$ cat src/rtl/commit_trace_buf.sv
// commit_trace_buf: captures retired-instruction side effects (register
// writeback and data-memory load/store) into a circular first-word-fall-through
// FIFO for an external trace consumer. Events arriving while the FIFO is full
// and not draining are dropped and counted.
//
// Optional feature: define COMMIT_TRACE_TS_EN to add a free-running 32-bit
// cycle counter whose value is stored with every entry and presented on
// trace_ts. Without the macro there is no counter, no timestamp storage and
// no trace_ts port.
module commit_trace_buf #(
  parameter int DATA_W = 32,
  parameter int ADDR_W = 9,
  parameter int DEPTH  = 16
) (
  input  logic                       clk,
  input  logic                       reset,
  input  logic                       reg_write_sig,
  input  logic [4:0]                 reg_num,
  input  logic [DATA_W-1:0]          reg_data,
  input  logic                       wr,
  input  logic                       rd,
  input  logic [ADDR_W-1:0]          addr,
  input  logic [DATA_W-1:0]          wr_data,
  input  logic [DATA_W-1:0]          rd_data,
  input  logic                       trace_ready,
  input  logic                       overflow_clr,
  output logic                       trace_valid,
  output logic [2:0]                 trace_flags,
  output logic [4:0]                 trace_reg_num,
  output logic [DATA_W-1:0]          trace_reg_data,
  output logic [ADDR_W-1:0]          trace_addr,
  output logic [DATA_W-1:0]          trace_mem_data,
  output logic [$clog2(DEPTH):0]     count,
  output logic                       overflow,
  output logic [15:0]                drop_cnt
`ifdef COMMIT_TRACE_TS_EN
  ,
  output logic [31:0]                trace_ts
`endif
);

  localparam int PTR_W = $clog2(DEPTH);
  localparam int CNT_W = PTR_W + 1;

  localparam logic [PTR_W-1:0] PTR_ONE  = PTR_W'(1);
  localparam logic [CNT_W-1:0] CNT_ONE  = CNT_W'(1);
  localparam logic [CNT_W-1:0] CNT_FULL = CNT_W'(DEPTH);

  // One stored trace record; field order mirrors the trace_* outputs.
  typedef struct packed {
    logic              reg_we;
    logic              mem_wr;
    logic              mem_rd;
    logic [4:0]        reg_num;
    logic [DATA_W-1:0] reg_data;
    logic [ADDR_W-1:0] addr;
    logic [DATA_W-1:0] mem_data;
`ifdef COMMIT_TRACE_TS_EN
    logic [31:0]       ts;
`endif
  } entry_t;

  // Storage is deliberately not reset; only pointers and count define validity.
  entry_t mem_q [DEPTH];

  logic [PTR_W-1:0] wr_ptr_q, wr_ptr_d;
  logic [PTR_W-1:0] rd_ptr_q, rd_ptr_d;
  logic [CNT_W-1:0] count_q, count_d;
  logic             overflow_q, overflow_d;
  logic [15:0]      drop_cnt_q, drop_cnt_d;
`ifdef COMMIT_TRACE_TS_EN
  logic [31:0]      ts_q, ts_d;
`endif

  logic   reg_we_evt;
  logic   event_evt;
  logic   is_full;
  logic   is_empty;
  logic   pop_en;
  logic   push_en;
  logic   drop_en;
  entry_t entry_d;
  entry_t head;

  // Classify this cycle's activity and decide push, pop and drop.
  always_comb begin
    reg_we_evt = reg_write_sig && (reg_num != 5'd0);
    event_evt  = reg_we_evt || wr || rd;
    is_full    = (count_q == CNT_FULL);
    is_empty   = (count_q == '0);
    pop_en     = reset && !is_empty && trace_ready;
    push_en    = reset && event_evt && (!is_full || pop_en);
    drop_en    = reset && event_evt && is_full && !pop_en;
  end

  // Assemble the record that would be written this cycle.
  always_comb begin
    entry_d          = '0;
    entry_d.reg_we   = reg_we_evt;
    entry_d.mem_wr   = wr;
    entry_d.mem_rd   = rd;
    entry_d.reg_num  = reg_num;
    entry_d.reg_data = reg_data;
    entry_d.addr     = addr;
    entry_d.mem_data = wr ? wr_data : rd_data;
`ifdef COMMIT_TRACE_TS_EN
    entry_d.ts       = ts_q;
`endif
  end

  // Pointer, occupancy and overflow bookkeeping for the next edge.
  always_comb begin
    wr_ptr_d   = wr_ptr_q;
    rd_ptr_d   = rd_ptr_q;
    count_d    = count_q;
    overflow_d = overflow_q;
    drop_cnt_d = drop_cnt_q;

    if (push_en) begin
      wr_ptr_d = wr_ptr_q + PTR_ONE;
    end
    if (pop_en) begin
      rd_ptr_d = rd_ptr_q + PTR_ONE;
    end

    case ({push_en, pop_en})
      2'b10:   count_d = count_q + CNT_ONE;
      2'b01:   count_d = count_q - CNT_ONE;
      default: count_d = count_q;
    endcase

    // A drop in the same cycle as a clear wins, so the drop is never lost.
    if (drop_en) begin
      overflow_d = 1'b1;
      if (overflow_clr) begin
        drop_cnt_d = 16'd1;
      end else if (drop_cnt_q != 16'hFFFF) begin
        drop_cnt_d = drop_cnt_q + 16'd1;
      end
    end else if (overflow_clr) begin
      overflow_d = 1'b0;
      drop_cnt_d = 16'd0;
    end
  end

`ifdef COMMIT_TRACE_TS_EN
  // Free-running cycle counter; wraps naturally at 32 bits.
  always_comb begin
    ts_d = ts_q + 32'd1;
  end
`endif

  // Control state registers with synchronous active-low reset.
  always_ff @(posedge clk) begin
    if (!reset) begin
      wr_ptr_q   <= '0;
      rd_ptr_q   <= '0;
      count_q    <= '0;
      overflow_q <= 1'b0;
      drop_cnt_q <= 16'd0;
    end else begin
      wr_ptr_q   <= wr_ptr_d;
      rd_ptr_q   <= rd_ptr_d;
      count_q    <= count_d;
      overflow_q <= overflow_d;
      drop_cnt_q <= drop_cnt_d;
    end
  end

`ifdef COMMIT_TRACE_TS_EN
  // Timestamp counter restarts from zero on reset.
  always_ff @(posedge clk) begin
    if (!reset) begin
      ts_q <= 32'd0;
    end else begin
      ts_q <= ts_d;
    end
  end
`endif

  // Entry storage write; push_en is already blocked while reset is asserted.
  always_ff @(posedge clk) begin
    if (push_en) begin
      mem_q[wr_ptr_q] <= entry_d;
    end
  end

  // Present the head entry, forcing all fields to zero when nothing is queued.
  always_comb begin
    head           = mem_q[rd_ptr_q];
    trace_valid    = !is_empty;
    trace_flags    = 3'b000;
    trace_reg_num  = 5'd0;
    trace_reg_data = '0;
    trace_addr     = '0;
    trace_mem_data = '0;
`ifdef COMMIT_TRACE_TS_EN
    trace_ts       = 32'd0;
`endif
    if (!is_empty) begin
      trace_flags    = {head.reg_we, head.mem_wr, head.mem_rd};
      trace_reg_num  = head.reg_num;
      trace_reg_data = head.reg_data;
      trace_addr     = head.addr;
      trace_mem_data = head.mem_data;
`ifdef COMMIT_TRACE_TS_EN
      trace_ts       = head.ts;
`endif
    end
  end

  // Status outputs come straight from the registers.
  always_comb begin
    count    = count_q;
    overflow = overflow_q;
    drop_cnt = drop_cnt_q;
  end

endmodule

$ cat config.mk
export PLATFORM = sky130hd
export DESIGN_NAME = commit_trace_buf
export DESIGN_NICKNAME = d
export VERILOG_FILES = /design/src/rtl/commit_trace_buf.sv
export SDC_FILE = /design/constraint.sdc
export NUM_CORES = 1
export LEC_CHECK = 0
export CORE_MARGIN = 5
export CORE_UTILIZATION = 55
export DETAILED_ROUTE_END_ITERATION = 10
export HOLD_SLACK_MARGIN = 0.08
export MAX_ROUTING_LAYER = met4
export PLACE_DENSITY = 0.7
export SYNTH_ARGS = -nofsm -noshare
export SYNTH_HDL_FRONTEND = slang
export SYNTH_SLANG_ARGS = --single-unit
export TNS_END_PERCENT = 1
$ cat constraint.sdc
create_clock -name clk -period 10.1 [get_ports clk]
set_clock_uncertainty 0.1 [all_clocks]
set_input_delay 2.02 -clock clk [delete_from_list [all_inputs] [get_ports clk]]
set_output_delay 2.02 -clock clk [all_outputs]
set_load 0.005 [all_outputs]
---- Yosys cells after proc, flatten, opt, wreduce, memory -nomap -nowiden ----
Memory sizes are Yosys's and may differ from the RTL's. A register that Yosys moved wholly into a read port is not among the register bits.
Index checks and enable logic that the tools add are counted.
storage, ports and cells
  flip-flop bits (word level) ............. 30
  bits in latches ......................... 0
  bits in writable memories ............... 1296
  memory bits (read-only) ................. 0
  memories ................................ 1
memories
  name   depth  width  rd ports  clocked after Yosys merged registers in  wr ports  RTL line  source
  mem_q  16     81     1         1                                        1         64        entry_t mem_q [DEPTH];
cells by class
  add/subtract/negate cells ............... 5
  $mul .................................... 0
  divide/modulo/power cells ............... 0
  magnitude comparators ................... 0
  equal/unequal tests ..................... 4
  shifts and indexed selects .............. 0
  multiplexer cells ....................... 17
  bitwise gates (word level) .............. 0
  reduce and logical (&&, ||, !) cells .... 19
operators by type and width
  operator               number
  $mux 32                3
  $mux 16                4
  $add 16x1->16 const B  1
  $ne 16x16->1 const B   1
  $pmux 5 s2             1
  $mux 9                 1
  $add 4x1->4 const B    2
  $mux 4                 2
  $logic_and 1x1->1      7
  $reduce_bool 2->1      3
  $add 5x1->5 const B    1
  $eq 5x5->1 const B     1
  $logic_not 5->1        1
  $mux 5                 1
  $reduce_bool 5->1      1
  $sub 5x1->5 const B    1
  $mux 1                 4
  $logic_not 1->1        3
  $logic_or 1x1->1       3
  $mux 3                 1
  $eq 2x1->1 const B     1
  $eq 2x2->1 const B     1
  $reduce_and 2->1       1

---- Depth between registers and ports, before layout ----
  depth after elaboration ................. 9
  mapped depth ............................ 10
  gate-level depth less buffers ........... 9

---- Worst setup path after synthesis ----
OpenSTA, ideal clock, no wires.
  path kind ............................... input-to-reg
  start point ............................. input port reset
  end point ............................... memory mem_q[0][0] (netlist name) (enable)
  library setup time ...................... 620 ps
  data arrival time ....................... 8554 ps
  setup slack ............................. 826 ps
  cell stages on the path ................. 6
  path buffers ............................ 1
  cell sequence ........................... clkbuf_1 inv_1 a211o_1 nor2_1 nand2_1 nor3_1
on the way
  word-level cells in the longest chain between the ends .. 6
RTL lines
  what                            RTL line  source
  from (decl)                     16        input logic reset,
  $logic_and 1x1->1 (2 in a row)  91        pop_en = reset && !is_empty && trace_ready;
  $logic_or 1x1->1                92        push_en = reset && event_evt && (!is_full || pop_en);
  $logic_and 1x1->1 *             92
  $mux 1 *                        183       if (push_en) begin
  $mux 1 (implied by the code) *  184       mem_q[wr_ptr_q] <= entry_d;
  to (decl)                       64
Every way passes the cells marked *; elsewhere a longest branch is shown, timed or not.

==> flow_summary.toml <==
[timing]
rsz0062_at_grt = "no"
fin_crit_sh_pct = 63.5
fin_tns_setup_ns = 0
fmax_mhz = 156
min_period_ns = 6.41
slew_headroom_pct = 29.7
hold_ws_ns = 0.374
worstMarginPinSlew_ns = 1.06
slew_viol_final = 0
finalWorstSetupSlack_ns = 3.69
setup-violations-final = 0
hold_viol_final = 0

[clock_network]
cts_setup_buffers = 0
cts_buffers = 133
cts_hold_buf = 0
clk_latency_ns = 0.71
clkTransAtPathRegs_ns = 0.06
cts_tree = "done"
post_cts_resize_count = 0
root_buffer = "clkbuf_16"
htree_levels = 4
clock_path_buffers = 3
cts.sinks = 1330

[worst_setup_path]
crit_arrival_ns = 4.29
r2r_cells = 7
required_ns = 7.98
setup.worst_path.class = "reg2out"
start_kind = "register"
r2r_start = "count[1]"
r2r_setup_slack_ns = 6.53
endpoint_kind = "primary output"
critical_path.max_fanout = 46
r2r_end = "mem_q[9][36]"

[route]
wirelength_um = 109000
vias = 23392
drc = 0
wl_per_cell_um = 29.0
viasPerCell = 6.20
antenna_left = 0
firstDrtPassIters = 5
drt_iter0_markers = 2512

[run]
maxCapViolCount = 0

[logic_synthesis]
synth_area_um2 = 51100
ys.flop_type = "edfxtp_1"
synth-edff-count = 1296
syn_nets = 2258
yosysWarnings = 0
ys_types = 49
synthArstFlopShare_pct = 0
ys_seq_area_share_pct = 77.4
ys_ff_latch = 1330
avgSynthCellArea_um2 = 24.0
synthCells = 2134

[global_routing]
grt_max_degree = 148
groute.usage.overall_pct = 23.0
grt_overflow_total = 0
grt_first_pass_wirelength_um = 163000
antenna_found_initial = 3
grt_pass1_vias = 24496

[power]
switching_power_mw = 2.66
irDropWorstVdd_mv = 0.195
p_clk_share_pct = 38.4
leakagePower_nw = 17.8
netSwitchingFraction_pct = 21.9
p_int_mw = 9.49
p_seq_share_pct = 51.2
p_comb_share_pct = 10.4
p_per_area_nw_per_um2 = 206

[final_layout]
areaGrowthSynthToFinish_pct = 15.6
final_layout_size_suffix_gt1_share_pct = 27.1
fin_nets = 2547
final_area_um2 = 59100

[floorplanning]
fp.dieW_um = 315
start_util_pct = 55.6
rows = 111
coreArea_um2 = 91900
dieHeight_um = 315
dieArea_um2 = 99200
io_pins = 221

[place]
numPortBuffers = 220
dp_hpwl_um = 59900
placed_cell_area_um2 = 55000
pre_cts_ws_ns = 3.84
place.gp.congestion = 0.822

[worst_hold_path]
min-delay-start = "overflow"
hold_depth = 2
hold_path_end = "overflow"
hold_class = "reg2reg"

[outcome]
status = "finished clean"
routing by layer:
layer  wire [um]  GRT usage, %  share of wire (%)
met5           0             -                  0
met4        1720          4.82                1.6
met3        7600          3.08                7.0
met2       55900          37.6                 51
met1       44100          32.1                 40
logic make-up after synthesis:
group | synth area share, %
compound gates | 0.719
xor+xnor | 0.154
fa+ha+maj | 0.171
buf+inv | 0.942
flops | 77.4
mux | 18.6
simple gates | 1.97
power groups by stage:
stage | combinational [mW] | sequential (mW) | clock [mW]
after global placement | 1.27 | 6.34 | 0
after CTS | 1.30 | 6.23 | 4.75
after floorplan | 0.784 | 6.33 | 0
after global routing | 1.35 | 6.23 | 5.01
final | 1.26 | 6.22 | 4.67
after detailed placement | 1.29 | 6.34 | 0
final cells by class:
cell class | count | area, um^2
multi-input combinational | 686 | 11200
fill | 5976 | 32800
tap | 1243 | 1560
clock inverter | 67 | 614
clock buffer | 172 | 3540
timing repair buffer | 264 | 2580
sequential | 1330 | 39600
inverter | 8 | 30.0
antenna | 1 | 2.50
placed cells by master (no fill, tap or decap), types with 30 or more instances in the layout:
| master | instances |
|---|---|
| edfxtp_1 | 1296 |
| mux4_2 | 405 |
| clkdlybuf4s50_1 | 219 |
| clkbuf_16 | 136 |
| and2_1 | 83 |
| buf_4 | 40 |
| clkbuf_1 | 36 |
| mux2_2 | 32 |
| clkinv_1 | 30 |
| dfxtp_1 | 30 |
worst max-delay path, cell delays in order (launching register included):
cell             delay, ns
dfxtp_4               0.81
buf_4                 0.88
mux4_2                0.60
mux4_2                0.59
and2_1                0.20
clkdlybuf4s50_1       0.45
flip-flops by register name (all words and copies together) (netlist names), named ones only:
register  count
rd_ptr_q      4
wr_ptr_q      4
count         5
mem_q      1296
drop_cnt     16
overflow      1
synth_stat cells (5+ instances only):
master	instances	area, um^2
edfxtp_1	1296	38900
mux4_2	405	9120
and2_1	83	519
clkbuf_1	69	259
dfxtp_1	34	681
mux2_2	32	360
buf_2	31	155
nor2_1	28	105
nand2_1	25	93.8
a21oi_1	16	80.1
nand3_1	11	55.1
buf_1	10	37.5
nor3_1	9	45.0
inv_1	8	30.0
ha_1	7	87.6
o211ai_1	5	37.5
xnor2_1	5	43.8
worst max path at each step:
| stage | from | end |
|---|---|---|
| 6_report | register | trace_addr[2] |
| 5_1_grt | register | trace_mem_data[13] |
| 4_1_cts | register | trace_mem_data[19] |
| 3_5_place_dp | rd | mem_q[11][47] |
| 3_3_place_gp | reg_num[2] | mem_q[10][47] |
| 2_1_floorplan | reset | mem_q[0][0] |
metrics by stage:
stage	util (%)	instances	power, mW
2_1_floorplan	-	2134	7.11
3_3_place_gp	59.8	3531	7.61
3_5_place_dp	59.8	3531	7.63
4_1_cts	64.3	3770	12.3
5_1_grt	64.3	3770	12.6
6_report	64.3	3771	12.1
No activity file was read; power rests on OpenSTA's default activity.
